File: src/rtl/filter_out_framer.sv
// Packs filtered samples from a small input FIFO into frames of
// sync word, sequence word, FRAME_LEN payload words and a wrap-around checksum.
module filter_out_framer #(
    parameter int          DATA_WIDTH = 16,
    parameter int          FRAME_LEN  = 8,
    parameter int          FIFO_DEPTH = 16,
    parameter logic [15:0] SYNC_WORD  = 16'hA5C3
) (
    input  logic                         clk,
    input  logic                         rst_n,
    input  logic                         s_valid,
    output logic                         s_ready,
    input  logic signed [DATA_WIDTH-1:0] s_data,
    output logic                         m_valid,
    input  logic                         m_ready,
    output logic [15:0]                  m_data,
    output logic                         m_last,
    input  logic                         flush,
    output logic [15:0]                  frame_count,
    output logic                         busy
);

    localparam int         AW       = $clog2(FIFO_DEPTH);
    localparam logic [7:0] FL8      = 8'(FRAME_LEN);
    localparam logic [2:0] ST_IDLE    = 3'd0;
    localparam logic [2:0] ST_HDR     = 3'd1;
    localparam logic [2:0] ST_SEQ     = 3'd2;
    localparam logic [2:0] ST_PAYLOAD = 3'd3;
    localparam logic [2:0] ST_CSUM    = 3'd4;

    logic [DATA_WIDTH-1:0] r_mem [FIFO_DEPTH];
    logic [AW-1:0]         r_wptr;
    logic [AW-1:0]         r_rptr;
    logic [AW:0]           r_count;
    logic [2:0]            r_state;
    logic [7:0]            r_seq;
    logic [7:0]            r_pcnt;
    logic [15:0]           r_csum;
    logic                  r_flush_pend;

    logic        w_full;
    logic        w_empty;
    logic        w_push;
    logic        w_pop;
    logic        w_load_en;
    logic        w_have_pay;
    logic [15:0] w_pay_data;
    logic        w_word_valid;
    logic [15:0] w_word;
    logic        w_word_last;
    logic        w_hdr;
    logic        w_pay;
    logic [2:0]  w_next_state;
    logic        w_csum_done;
    logic        w_idle_clear;

    assign w_full      = (r_count == (AW+1)'(FIFO_DEPTH));
    assign w_empty     = (r_count == '0);
    assign s_ready     = !w_full;
    assign w_push      = s_valid && !w_full;
    assign w_load_en   = !m_valid || m_ready;
    assign w_have_pay  = !w_empty || r_flush_pend;
    assign w_pay_data  = w_empty ? 16'h0000 : 16'(r_mem[r_rptr]);
    assign w_csum_done = (r_state == ST_CSUM) && m_valid && m_ready;
    assign w_idle_clear = (r_state == ST_IDLE) && w_empty && r_flush_pend;
    assign busy        = (r_state != ST_IDLE);

    always_ff @(posedge clk) begin
        if (w_push) begin
            r_mem[r_wptr] <= s_data;
        end
    end

    always_ff @(posedge clk or negedge rst_n) begin
        if (!rst_n) begin
            r_wptr  <= '0;
            r_rptr  <= '0;
            r_count <= '0;
        end else begin
            if (w_push) begin
                r_wptr <= r_wptr + 1'b1;
            end
            if (w_pop) begin
                r_rptr <= r_rptr + 1'b1;
            end
            case ({w_push, w_pop})
                2'b10:   r_count <= r_count + 1'b1;
                2'b01:   r_count <= r_count - 1'b1;
                default: r_count <= r_count;
            endcase
        end
    end

    // The state names the word currently held in the output register;
    // a new word is chosen only when that register is free to load.
    always_comb begin
        w_word_valid = 1'b0;
        w_word       = 16'h0000;
        w_word_last  = 1'b0;
        w_pop        = 1'b0;
        w_hdr        = 1'b0;
        w_pay        = 1'b0;
        w_next_state = r_state;
        if (w_load_en) begin
            case (r_state)
                ST_IDLE: begin
                    if (!w_empty) begin
                        w_word_valid = 1'b1;
                        w_word       = SYNC_WORD;
                        w_hdr        = 1'b1;
                        w_next_state = ST_HDR;
                    end
                end
                ST_HDR: begin
                    w_word_valid = 1'b1;
                    w_word       = {FL8, r_seq};
                    w_next_state = ST_SEQ;
                end
                ST_SEQ, ST_PAYLOAD: begin
                    if (r_state == ST_PAYLOAD && r_pcnt == FL8) begin
                        w_word_valid = 1'b1;
                        w_word       = r_csum;
                        w_word_last  = 1'b1;
                        w_next_state = ST_CSUM;
                    end else if (w_have_pay) begin
                        w_word_valid = 1'b1;
                        w_word       = w_pay_data;
                        w_pop        = !w_empty;
                        w_pay        = 1'b1;
                        w_next_state = ST_PAYLOAD;
                    end
                end
                ST_CSUM: begin
                    w_next_state = ST_IDLE;
                end
                default: begin
                    w_next_state = ST_IDLE;
                end
            endcase
        end
    end

    always_ff @(posedge clk or negedge rst_n) begin
        if (!rst_n) begin
            r_state      <= ST_IDLE;
            m_valid      <= 1'b0;
            m_data       <= 16'h0000;
            m_last       <= 1'b0;
            r_seq        <= 8'd0;
            r_pcnt       <= 8'd0;
            r_csum       <= 16'h0000;
            frame_count  <= 16'h0000;
            r_flush_pend <= 1'b0;
        end else begin
            r_state <= w_next_state;
            if (w_load_en) begin
                m_valid <= w_word_valid;
                if (w_word_valid) begin
                    m_data <= w_word;
                    m_last <= w_word_last;
                end else begin
                    m_last <= 1'b0;
                end
            end
            if (w_hdr) begin
                r_pcnt <= 8'd0;
                r_csum <= 16'h0000;
            end else if (w_pay) begin
                r_pcnt <= r_pcnt + 8'd1;
                r_csum <= r_csum + w_pay_data;
            end
            if (w_csum_done) begin
                frame_count <= frame_count + 16'd1;
                r_seq       <= r_seq + 8'd1;
            end
            // A fresh flush request wins over the end-of-frame clear.
            if (flush) begin
                r_flush_pend <= 1'b1;
            end else if (w_csum_done || w_idle_clear) begin
                r_flush_pend <= 1'b0;
            end
        end
    end

endmodule
File: config.mk
export PLATFORM = sky130hd
export DESIGN_NAME = filter_out_framer
export DESIGN_NICKNAME = d
export VERILOG_FILES = /design/src/rtl/filter_out_framer.sv
export SDC_FILE = /design/constraint.sdc
export NUM_CORES = 1
export LEC_CHECK = 0
export CAP_MARGIN = 20
export CORE_MARGIN = 2
export CORE_UTILIZATION = 46
export DETAILED_ROUTE_END_ITERATION = 12
export HOLD_SLACK_MARGIN = 0.03
export PLACE_DENSITY = 0.63
export SETUP_SLACK_MARGIN = 0.1
export SLEW_MARGIN = 30
export SYNTH_ARGS = -nofsm -noshare
export SYNTH_HDL_FRONTEND = slang
export SYNTH_SLANG_ARGS = --single-unit
File: constraint.sdc
create_clock -name clk -period 6.2 [get_ports clk]
set_input_delay 0.62 -clock clk [delete_from_list [all_inputs] [get_ports clk]]
set_output_delay 0.62 -clock clk [all_outputs]
set_load 0.005 [all_outputs]
# Word level (Yosys, flattened, before mapping)
# Memories as Yosys holds them, arrays and structs flattened.
# Cells that the tools add are included.
[totals]
ff_bits = 83
ramBits = 256
output_inout_bits = 36
elab_cells = 87
mem_count = 1
[mem_list]
columns = ["name", "words", "width", "read_ports", "rd_clocked_by_memory_dff", "wr", "line", "text"]
rows = [
  ["r_mem", 16, 16, 1, 0, 1, "31", "logic [DATA_WIDTH-1:0] r_mem [FIFO_DEPTH];"],
]
[classes]
addsub = 8
eq_ne = 10
mux = 35
n_reduce_logical = 21
[op_table]
columns = ["cell", "count"]
rows = [
  ["$mux W16", 6],
  ["$pmux W16 S3", 1],
  ["$mux W1", 20],
  ["$add A16 B1 Y16 const B", 1],
  ["$add A16 B16 Y16", 1],
  ["$add A8 B1 Y8 const B", 2],
  ["$mux W8", 2],
  ["$pmux W5 S2", 1],
  ["$mux W3", 3],
  ["$pmux W3 S3", 1],
  ["$add A4 B1 Y4 const B", 2],
  ["$eq A8 B4 Y1 const B", 1],
  ["$eq A3 B2 Y1 const B", 2],
  ["$logic_and A1 B1 Y1", 6],
  ["$reduce_bool A2 Y1", 3],
  ["$add A5 B1 Y5 const B", 1],
  ["$eq A5 B5 Y1 const B", 1],
  ["$logic_not A5 Y1", 1],
  ["$sub A5 B1 Y5 const B", 1],
  ["$eq A3 B1 Y1 const B", 1],
  ["$eq A3 B3 Y1 const B", 1],
  ["$logic_not A1 Y1", 3],
  ["$logic_not A3 Y1", 1],
  ["$logic_or A1 B1 Y1", 3],
  ["9 further kinds", 9],
]

# Depth between registers and ports, before layout
# Gate-level depths: netlist of the first run.
[depth]
ltp_word = 9
depth_mapped = 21

# Worst setup path before layout of the first run
# No wires, ideal clock.
[synth_timing]
kind = "register to register"
from = "reg r_rptr[0]"
to = "reg r_csum[15]"
setup_ps = 131
arrival_time_ps = 4927
path_slack_ps = 1142
path_stages_with_launch = 19
period_less_slack_ps = 5058
cell_sequence = "dfrtp_1 -> buf_4 -> buf_2 -> buf_2 -> buf_2 -> mux4_2 -> mux4_2 -> and2_1 -> ha_1 -> a211oi_1 -> nor2_1 -> and3_1 -> a22o_1 -> a2111oi_0 -> o31ai_2 -> maj3_4 -> o2111ai_4 -> a2111oi_4 -> mux2i_1"
[synth_via]
elab_chain_len = 5
[synth_lines]
columns = ["item", "line", "text"]
rows = [
  ["from (decl)", "33", "logic [AW-1:0] r_rptr;"],
  ["from (signal assigned)", "84", "r_rptr <= r_rptr + 1'b1;"],
  ["$mem_v2 Z16 W16", "n/a", ""],
  ["$mux W16", "63", "assign w_pay_data = w_empty ? 16'h0000 : 16'(r_mem[r_rptr]);"],
  ["$add A16 B16 Y16", "170", "r_csum <= r_csum + w_pay_data;"],
  ["$mux W16", "168", "end else if (w_pay) begin"],
  ["$mux W16", "165", "if (w_hdr) begin"],
  ["to (signal assigned)", "170", ""],
  ["to (decl)", "38", "logic [15:0] r_csum;"],
]
# No other way between the ends. The select of a mux whose other input is x is not followed.
# A chain may end at the register's enable or synchronous reset.

# Final worst setup path of the first run
[layout_timing]
from = "reg r_rptr[0]"
to = "reg r_csum[13]"
# The elaborated chain is that of the path after synthesis.

==> results.ini, run 1 <==
[clock_network]
cts.sinks=339
cts_max_level=2
root_buffer=clkbuf_16
post-cts-setup-buffers=0
worstSkewPairLatency_ps=530
clk_pin_slew_ps=60
holdBufCountCts=0
cts_resized=0
cts-buffers-inserted=37
cts_tree=yes
clk_path_buf_depth=3

[status]
status=finished, final reports clean

[logic_synthesis]
synth_edf_count=256
syn_area_sq_um=14660
postSynthAreaPerCell_sq_um=15.84
syn_nets=971
syn_inst=926
synthArstFlopShare_pct=24.48
yosysWarnings=0
ys.flop_type=edfxtp_1
ys_ff_latch=339
ys_types=70
yosysSeqAreaShare_pct=66.59

[worst_setup_path]
worstPathRequired_ps=6620
crit_slowest_cell=dfrtp_4
crit_chain=mux4_2 -> mux4_2 -> and2_1 -> ha_1 -> a211oi_1 -> nor2_1 -> and3_1 -> a22o_1 -> a2111oi_0 -> o31ai_2 -> maj3_4 -> o2111ai_1 -> a21oi_1 -> o31ai_1
critPathMaxStageDelay_ps=860
crit_path_frequent_cell=mux4_2
cp.depth=14
cp-startpoint=r_rptr[0]$_DFFE_PN0P_
endpoint_kind=flop
arrival_ps=5340
path_class=flop to flop
critPathBufInv=0
r2r_start=r_rptr[0]$_DFFE_PN0P_
start_kind=flop
reg2reg_depth=14
worst_path_dominant_cell_family=compound AO/OA/AOI/OAI gates
critPathMaxFanout=37

[power_and_ir_drop]
p_leak_nw=6.053
ir_drop_mv=0.2971
power_frac_seq_pct=37.2
power_density_nw_per_um2=507.2
clock_power_share_pct=23.6
power.total_mw=8.600
p_sw_share_pct=35.75
combPwrFrac_pct=39.2
power.switching_mw=3.075
p_int_mw=5.525

[route]
detail_route.first_pass.iterations=7
ant_nets=0
routed-via-count=8339
drt-initial-drc-count=696
wl_um=32250
avgViaCountPerCell=5.799
drcViolationCount=0
wire_per_inst_um=22.42

[floorplan]
fp.dieArea_sq_um=33320
initial_core_util_pct=46.59
die_x_um=182.5
die_h_um=182.5
coreArea_sq_um=31470
fp-row-count=65
io_pins=57

[sta]
rsz0062_at_grt=no
max_freq_mhz=203.1
whs_ps=57.95
tns_ps=0
setup_viol=0
drv_slew=0
fin_skew_ps=22.12
worstMarginPinSlew_ps=943.0
min_period_over_period_pct=79.42
fin_crit_ps=4924
hold_viol=0
slew_headroom_pct=36.65

[finish]
final.fill_count=2547
nNetsFinal=1053
drive_gt1_share_pct=19.03
multi_input_area_sq_um=4687
area_delta_synth_final_pct=15.62
final-seq-area_sq_um=9771

[global_routing]
grt_max_degree=50
grt_pass1_vias=8347
overflow=0
grt_first_pass_wirelength_um=50180
antenna_found_initial=1
grt_usage_pct=19.89

[place]
place_congestion=0.8253
port_buffers=56
dpl.hpwl_um=19740

[worst_hold_path]
hold_path_class=input pin to asynchronous set/reset pin

[flow_run]
maxCapViolCount=0

## area by class of cell
cell class,count,share of cell area [%]
well taps,402,2.967
clock buffers,54,6.140
repair buffers,86,4.620
flip-flops and latches,339,57.63
clock inverters,12,0.5018
inverters,22,0.4870
multi-input cells,522,27.64
diodes,1,0.01476
## per-layer routing
metal  routed length (um)  vias up  GRT usage, %  share of wire (%)
met1                14130     4254         27.70                 44
met2                15510      248         32.81                 48
met5                    0        -             0                  0
met3                 1845       54         3.253                5.7
li1                     -     3783             -                  -
met4                  766        0         5.258                2.4
## power groups by stage
stage               sequential (mW)  combinational, mW  clock, mW
floorplan                      3.00               2.63          0
global placement               3.23               3.33          0
detailed placement             3.24               3.37          0
CTS                            3.20               3.39       2.08
global route                   3.25               3.69       2.17
finish                         3.20               3.37       2.03
## registers in the layout, indices dropped and copies added, names as in the netlist
| register | count |
|---|---|
| r_state | 3 |
| r_rptr | 4 |
| r_pcnt | 8 |
| r_seq | 8 |
| r_count | 5 |
| r_mem | 256 |
| r_csum | 16 |
| m_valid | 1 |
| m_last | 1 |
| r_wptr | 4 |
| r_flush_pend | 1 |
| m_data | 16 |
| frame_count | 16 |
## synth_stat cells (3+ instances only)
master / n / area, sq um
or2_2: 3 / 18.77
nand2b_1: 5 / 31.28
o31ai_1: 5 / 37.54
inv_1: 21 / 78.83
nand4_1: 11 / 68.82
and2_1: 17 / 106.4
o2111ai_1: 4 / 35.03
a211oi_1: 10 / 75.07
nand2_1: 55 / 206.5
nor3_1: 9 / 45.04
ha_1: 22 / 275.3
buf_2: 6 / 30.03
nor2b_1: 3 / 18.77
o21ai_0: 21 / 105.1
a22oi_2: 4 / 50.05
xnor2_1: 25 / 219.0
o21bai_1: 4 / 30.03
a221oi_1: 8 / 70.07
buf_6: 3 / 33.78
a21o_1: 10 / 75.07
clkbuf_1: 25 / 93.84
mux4_2: 67 / 1509
a22oi_1: 3 / 22.52
o211ai_1: 4 / 30.03
o21ai_1: 5 / 25.02
edfxtp_1: 256 / 7687
and3_1: 10 / 62.56
a222oi_1: 4 / 40.04
nand3_1: 34 / 170.2
a21oi_1: 30 / 150.1
buf_1: 5 / 18.77
mux2i_1: 22 / 220.2
buf_4: 4 / 30.03
a211o_1: 3 / 26.28
dfrtp_1: 83 / 2077
mux2_2: 3 / 33.78
xor2_1: 22 / 192.7
a31oi_1: 5 / 31.28
nor2_1: 57 / 214.0
a22o_1: 3 / 26.28
## placed cells by master, fill, tap and decap left out, drive strengths merged, types with 5 or more instances in the layout
cell,count
a211oi,10
a21o,10
a21oi,30
a221oi,8
a22oi,7
a31oi,5
and2,18
and3,10
buf,31
clkbuf,54
clkdlybuf4s50,55
clkinv,11
dfrtp,83
edfxtp,256
ha,22
inv,23
mux2i,22
mux4,67
nand2,55
nand2b,5
nand3,35
nand4,11
nor2,57
nor3,9
o2111ai,7
o21ai,26
o31ai,6
xnor2,25
xor2,22
## final timing paths
path	to	slack (ps)
min in group clk	frame_count[15]$_DFFE_PN0P_	470
worst min register to register	frame_count[15]$_DFFE_PN0P_	470
max in group asynchronous	frame_count[2]$_DFFE_PN0P_	5140
worst max-delay path	r_csum[13]$_DFFE_PN0P_	1280
worst max register to register	r_csum[13]$_DFFE_PN0P_	1280
worst min-delay path	r_pcnt[4]$_DFFE_PN0P_	60
## through the flow
step | cell area [sq um] | std cells | setup WS (ps) | utilization [%]
final | 16960 | 1438 | 1276 | 53.87
after CTS | 16950 | 1437 | 1239 | 53.85
after floorplan | 14660 | 926 | 1142 | -
after global routing | 16950 | 1437 | 865.4 | 53.86
after detailed placement | 15820 | 1371 | 1268 | 50.27
after global placement | 15810 | 1371 | 1352 | 50.22
## logic make-up (layout without fill, tap and decap cells)
| group | Yosys count | in the layout | synth area share [%] |
|---|---|---|---|
| compound gates | 140 | 140 | 7.082 |
| xor+xnor | 47 | 47 | 2.807 |
| fa+ha+maj | 26 | 26 | 2.321 |
| buf+inv | 65 | 174 | 1.971 |
| flops | 339 | 339 | 66.59 |
| mux | 92 | 92 | 12.02 |
| other cells | 0 | 1 | 0 |
| simple gates | 217 | 217 | 7.210 |
Power figures use the tool's default switching activity.
==> run 2, diff against run 1 <==
--- a/config.mk
+++ b/config.mk
@@ -10,7 +10,7 @@
 export CORE_UTILIZATION = 46
 export DETAILED_ROUTE_END_ITERATION = 12
 export HOLD_SLACK_MARGIN = 0.03
-export PLACE_DENSITY = 0.63
+export PLACE_DENSITY = 0.65
 export SETUP_SLACK_MARGIN = 0.1
 export SLEW_MARGIN = 30
 export SYNTH_ARGS = -nofsm -noshare
==> constraint.sdc (replaced) <==
create_clock -name clk -period 4.4 [get_ports clk]
set_input_delay 0.44 -clock clk [delete_from_list [all_inputs] [get_ports clk]]
set_output_delay 0.44 -clock clk [all_outputs]
set_load 0.005 [all_outputs]
==> run 2 against run 1 <==
Compared with the run above:
- final cell count increased by 1.4%
- via count increased by 1.6%
- clock power increased by 43%
- power increased by 48%
- routed wire length increased by 0.93%
- first-iteration DRC count decreased by 5.9%
- worst setup slack got worse by 1100 ps
- sequential share of layout area decreased by 0.97 points
- largest power group unchanged
==> results.ini, run 2 (synthesis gave the netlist of run 1 again) <==
[sta]
drv_slew=0  ; unchanged
slew_headroom_pct=36.26  ; -0.39 points
fin_skew_ps=23.50  ; +1.385 ps
hold_viol=0  ; unchanged
max_freq_mhz=236.4  ; +16%
setup_viol=0  ; unchanged
fin_crit_ps=4230  ; -694.3 ps
worstMarginPinSlew_ps=948.8  ; +5.783 ps
tns_ps=0  ; unchanged
rsz0062_at_grt=yes
min_period_over_period_pct=96.13  ; +17 points

[place]
port_buffers=56  ; unchanged
dpl_cell_area_sq_um=15970  ; +0.93%
place_congestion=0.8309  ; +0.68%
dpl.hpwl_um=20150  ; +2.1%

[clock_network]
worstSkewPairLatency_ps=530  ; about the same
cts_max_level=2  ; unchanged
clk_pin_slew_ps=60  ; about the same
clk_path_buf_depth=3  ; unchanged
cts-buffers-inserted=36  ; -2.7%
cts_tree=yes
cts.sinks=339  ; unchanged
holdBufCountCts=0  ; unchanged
root_buffer=clkbuf_16

[finish]
nNetsFinal=1074  ; +2.0%
layout_commonest_cell=edfxtp_1
stdcell_area_sq_um=17250  ; +1.7%
final_cell_mix=edfxtp_1 (256), dfrtp_1 (80), mux4_2 (67)
final-seq-area_sq_um=9773  ; about the same
drive_gt1_share_pct=22.18  ; +3.1 points
area_delta_synth_final_pct=17.63
largest-register=r_mem
multi_input_area_sq_um=4795  ; +2.3%
final.fill_count=2514  ; -1.3%
largest_reg_flops=256  ; unchanged

[route]
avgViaCountPerCell=5.809  ; +0.18%
routed-via-count=8470  ; +1.6%
wire_per_inst_um=22.32  ; -0.45%
wl_um=32550  ; +0.93%
detail_route.first_pass.iterations=7  ; unchanged
ant_nets=0  ; unchanged
drt-initial-drc-count=655  ; -5.9%
drcViolationCount=0  ; unchanged

[floorplan]
die_x_um=182.5  ; unchanged
io_pins=57  ; unchanged
initial_core_util_pct=46.59  ; unchanged
die_h_um=182.5  ; unchanged
fp-row-count=65  ; unchanged
coreArea_sq_um=31470  ; unchanged
fp.dieArea_sq_um=33320  ; unchanged

[power_and_ir_drop]
p_leak_nw=6.175  ; +2.0%
power_density_nw_per_um2=736.2  ; +45%
ir_drop_mv=0.4234  ; +42%

[global_routing]
grt_pass1_vias=8497  ; +1.8%
grt_max_degree=58  ; +16%
overflow=0  ; unchanged
grt_first_pass_wirelength_um=49820  ; -0.70%
antenna_found_initial=0  ; -1
grt_usage_pct=19.73  ; -0.16 points

[worst_hold_path]
hold_path_class=input pin to asynchronous set/reset pin

[worst_setup_path]
worstPathRequired_ps=4790  ; -1830 ps
start_kind=flop
endpoint_kind=flop
critPathMaxFanout=8  ; -78%
arrival_ps=4610  ; -730 ps
path_class=flop to flop

[flow_run]
maxCapViolCount=0  ; unchanged

[status]
status=finished, final reports clean

-- run 2: cell count changes in the layout (fill, tap and decap cells not counted), moves of 2 or more --
cell,previous run,this run
ha_1,22,19
ha_4,0,2
o2111ai_2,2,5
clkinv_1,4,8
clkbuf_1,13,8
o2111ai_1,4,1
bufinv_16,0,2
buf_4,31,50
-- run 2: final cells by class --
type                       count  area share (%)
multi-input combinational    522           27.80
clock inverter                17          0.8342
tap                          402           2.916
antenna                        1         0.01451
clock buffer                  47           5.701
timing repair buffer         108           5.600
inverter                      22          0.4787
sequential                   339           56.66
-- run 2: final timing paths --
path	start	end	slack, ps	depth (start not counted)
min	rst_n	r_rptr[2]$_DFFE_PN0P_	9	1
max in group asynchronous	rst_n	r_seq[1]$_DFFE_PN0P_	3500	2
max	r_rptr[0]$_DFFE_PN0P_	r_csum[15]$_DFFE_PN0P_	170	15
max reg2reg	r_rptr[0]$_DFFE_PN0P_	r_csum[15]$_DFFE_PN0P_	170	15
min in group clk	frame_count[15]$_DFFE_PN0P_	frame_count[15]$_DFFE_PN0P_	470	1
min reg2reg	frame_count[15]$_DFFE_PN0P_	frame_count[15]$_DFFE_PN0P_	470	1
-- run 2: routing by layer --
layer / vias up / wire (um) / global-route usage (%)
met5: - / 0 / 0
met4: 0 / 770 / 5.710
met3: 58 / 1793 / 3.233
met2: 270 / 15790 / 32.85
met1: 4324 / 14190 / 27.00
li1: 3818 / - / -
-- run 2: through the flow --
stage | setup WS [ps] | util (%) | hold WS, ps | power [mW] | std cells
final | 170.2 | 54.80 | 9.499 | 12.70 | 1458
after global routing | 15.04 | 54.80 | 83.42 | 13.43 | 1457
after CTS | 114.0 | 54.40 | 38.55 | 12.52 | 1454
after detailed placement | 112.4 | 50.73 | 467.3 | 9.559 | 1388
after global placement | 187.6 | 50.73 | 462.9 | 9.453 | 1388
after floorplan | 34.33 | - | 144.4 | 8.086 | 926
-- run 2: where the power goes --
| part | switching [mW] | total, mW | internal, mW |
|---|---|---|---|
| combinational | 2.94 | 5.44 | 2.49 |
| sequential | 0.392 | 4.36 | 3.97 |
| clock | 1.21 | 2.90 | 1.70 |
| total | 4.54 | 12.7 | 8.16 |
-- run 2: timing repair --
action | 4_1_cts | 5_1_grt
pin swaps | 0 | 19
resized for setup | 0 | 18
endpoints found under the setup margin | 6 | 7
setup buffers | 2 | 2
cloned | 0 | 0
-- run 2: worst max-delay path: stages (launching register included) --
cell and delay (ps):
dfrtp_4 440, buf_12 150, mux4_2 490, mux4_2 510, and2_4 200, ha_4 240, a211oi_2 200, nor2_1 90
and3_1 170, a221o_1 330, a211oi_2 290, o31ai_4 120, maj3_4 390, o2111ai_4 250, a2111oi_4 110, mux2i_1 130
==> run 3, diff against run 2 <==
--- a/config.mk
+++ b/config.mk
@@ -10,8 +10,8 @@
 export CORE_UTILIZATION = 46
 export DETAILED_ROUTE_END_ITERATION = 12
 export HOLD_SLACK_MARGIN = 0.03
-export PLACE_DENSITY = 0.65
-export SETUP_SLACK_MARGIN = 0.1
+export PLACE_DENSITY_LB_ADDON = 0.1
+export SETUP_SLACK_MARGIN = 0.15
 export SLEW_MARGIN = 30
 export SYNTH_ARGS = -nofsm -noshare
 export SYNTH_HDL_FRONTEND = slang
==> run 3 against run 2 <==
Compared with the run above:
- sequential share of layout area up 0.25 points
- clock skew decreased by 10 ps
- non-clock buffer count is 15 lower
- register-to-register slack is essentially flat
- sequential power hardly changed
==> results.ini, run 3 (synthesis gave the netlist of run 1 again) <==
[sta]
hold_viol=0  ; unchanged
rsz0062_at_grt=yes
min_period_over_period_pct=95.96  ; -0.17 points
fin_crit_ps=4222  ; -7.529 ps
worstMarginPinSlew_ps=938.7  ; -10.11 ps
max_freq_mhz=236.8  ; +0.18%
drv_slew=0  ; unchanged
setup_viol=0  ; unchanged
slew_headroom_pct=36.94  ; +0.68 points
fin_ws_ps=177.7  ; +7.529 ps
fin_skew_ps=13.40  ; -10.11 ps

[worst_setup_path]
path_class=flop to flop
endpoint_kind=flop
arrival_ps=4660  ; +50 ps
worstPathRequired_ps=4830  ; +40 ps
r2r_start=r_rptr[0]$_DFFE_PN0P_
r2r-end=r_csum[15]$_DFFE_PN0P_
critPathMaxFanout=8  ; unchanged
start_kind=flop
reg2reg_depth=15  ; unchanged
reg2reg_slack_ps=180  ; about the same

[power_and_ir_drop]
ir_drop_mv=0.3020  ; -29%
p_int_mw=8.127  ; -0.38%
power_frac_seq_pct=34.6  ; +0.3 points
power.switching_mw=4.495  ; -1.0%
p_sw_share_pct=35.61  ; -0.15 points
p_leak_nw=6.122  ; -0.86%
clock_power_share_pct=23.7  ; +0.8 points
power_density_nw_per_um2=735.1  ; -0.15%
combPwrFrac_pct=41.7  ; -1.1 points

[clock_network]
clk_path_buf_depth=3  ; unchanged
root_buffer=clkbuf_16
cts.sinks=339  ; unchanged
cts_max_level=2  ; unchanged
cts_tree=yes
cts-buffers-inserted=36  ; unchanged
clk_pin_slew_ps=60  ; about the same
worstSkewPairLatency_ps=510  ; -20 ps

[finish]
largest_reg_flops=256  ; unchanged
final.fill_count=2509  ; -0.20%
layout_commonest_cell=edfxtp_1
area_delta_synth_final_pct=17.09
drive_gt1_share_pct=20.46  ; -1.7 points
diodes=0  ; -1
largest-register=r_mem
final_cell_mix=edfxtp_1 (256), dfrtp_1 (80), mux4_2 (67)
stdcell_area_sq_um=17170  ; -0.46%
nNetsFinal=1059  ; -1.4%

[flow_run]
maxCapViolCount=0  ; unchanged

[floorplan]
die_h_um=182.5  ; unchanged
coreArea_sq_um=31470  ; unchanged
fp-row-count=65  ; unchanged
die_x_um=182.5  ; unchanged
fp.dieArea_sq_um=33320  ; unchanged
initial_core_util_pct=46.59  ; unchanged
io_pins=57  ; unchanged

[place]
pre_cts_slack_ps=103.4  ; -8.986 ps
port_buffers=56  ; unchanged
place_congestion=0.8465  ; +1.9%
dpl.hpwl_um=20250  ; +0.53%
dpl_cell_area_sq_um=15900  ; -0.45%

[global_routing]
grt_first_pass_wirelength_um=51490  ; +3.3%
antenna_found_initial=2  ; +2
overflow=0  ; unchanged
grt_max_degree=46  ; -21%
grt_usage_pct=20.68  ; +0.95 points
grt_pass1_vias=8386  ; -1.3%

[route]
wl_um=33350  ; +2.5%
drt-initial-drc-count=688  ; +5.0%
drcViolationCount=0  ; unchanged
avgViaCountPerCell=5.735  ; -1.3%
detail_route.first_pass.iterations=5  ; -2
ant_nets=0  ; unchanged
wire_per_inst_um=23.11  ; +3.5%
routed-via-count=8276  ; -2.3%

[status]
status=finished, final reports clean

[worst_hold_path]
hold_path_class=input pin to asynchronous set/reset pin

==> run 3: per-stage QoR <==
stage               cells  util, %  total power, mW  setup TNS (ps)  hold WS (ps)
global placement     1374    50.49            9.496               0         462.6
global route         1443    54.55            13.38          -31.96         502.4
CTS                  1442    54.34            12.58               0         475.0
finish               1443    54.55            12.62               0         460.2
floorplan             926        -            8.086               0         144.4
detailed placement   1374    50.50            9.534               0         467.0
==> run 3: critical path: stages, from the launching register on <==
cell and delay (ps):
dfrtp_4 430, buf_12 140, mux4_2 490, mux4_2 500, and2_4 200, ha_4 260, a21o_1 130, a21oi_2 60
nor2b_4 130, a311oi_4 350, a211oi_2 120, o31ai_2 290, maj3_4 270, o2111ai_4 140, a2111oi_4 410, mux2i_1 220
==> run 3: final cells by class <==
class / count / area, sq um / share of cell area, %
Timing Repair Buffer: 93 / 858.3 / 4.999
Multi-Input combinational cell: 522 / 4786 / 27.87
Clock inverter: 13 / 148.9 / 0.8672
Clock buffer: 52 / 1021 / 5.946
Tap cell: 402 / 503.0 / 2.929
Inverter: 22 / 82.58 / 0.4809
Sequential cell: 339 / 9771 / 56.90
==> run 3: routing by layer <==
| metal | track usage (%) | routed length [um] | vias to the layer above |
|---|---|---|---|
| li1 | - | - | 3798 |
| met1 | 29.42 | 14940 | 4210 |
| met2 | 33.81 | 16130 | 218 |
| met3 | 3.013 | 1612 | 50 |
| met4 | 5.226 | 664 | 0 |
| met5 | 0 | 0 | - |
==> run 3: power by group through the flow <==
stage / Sequential, mW / Combinational (mW) / Clock, mW
floorplan: 4.23 / 3.86 / 0
global placement: 4.45 / 5.04 / 0
detailed placement: 4.46 / 5.08 / 0
CTS: 4.36 / 5.16 / 3.05
global route: 4.43 / 5.77 / 3.19
finish: 4.37 / 5.27 / 2.99
==> run 3: worst max path at each step <==
stage,start,to,slack (ps),depth (start not counted)
4_1_cts,r_rptr[0]$_DFFE_PN0P_,r_csum[15]$_DFFE_PN0P_,170,15
3_5_place_dp,r_rptr[0]$_DFFE_PN0P_,r_csum[15]$_DFFE_PN0P_,100,14
5_1_grt,r_rptr[0]$_DFFE_PN0P_,r_csum[15]$_DFFE_PN0P_,-30,15
2_1_floorplan,r_rptr[0]$_DFFE_PN0P_,r_csum[15]$_DFFE_PN0P_,30,18
3_3_place_gp,r_rptr[0]$_DFFE_PN0P_,r_csum[15]$_DFFE_PN0P_,170,14
6_report,r_rptr[0]$_DFFE_PN0P_,r_csum[15]$_DFFE_PN0P_,180,15
==> run 3: repair_timing <==
action                     CTS  global route
setup endpoints to repair    6             7
gates resized for setup      0             9
gates cloned                 0             0
buffers inserted             2             1
pin swaps                    0            12
hold buffers                 1             0
hold endpoints to repair    38             0
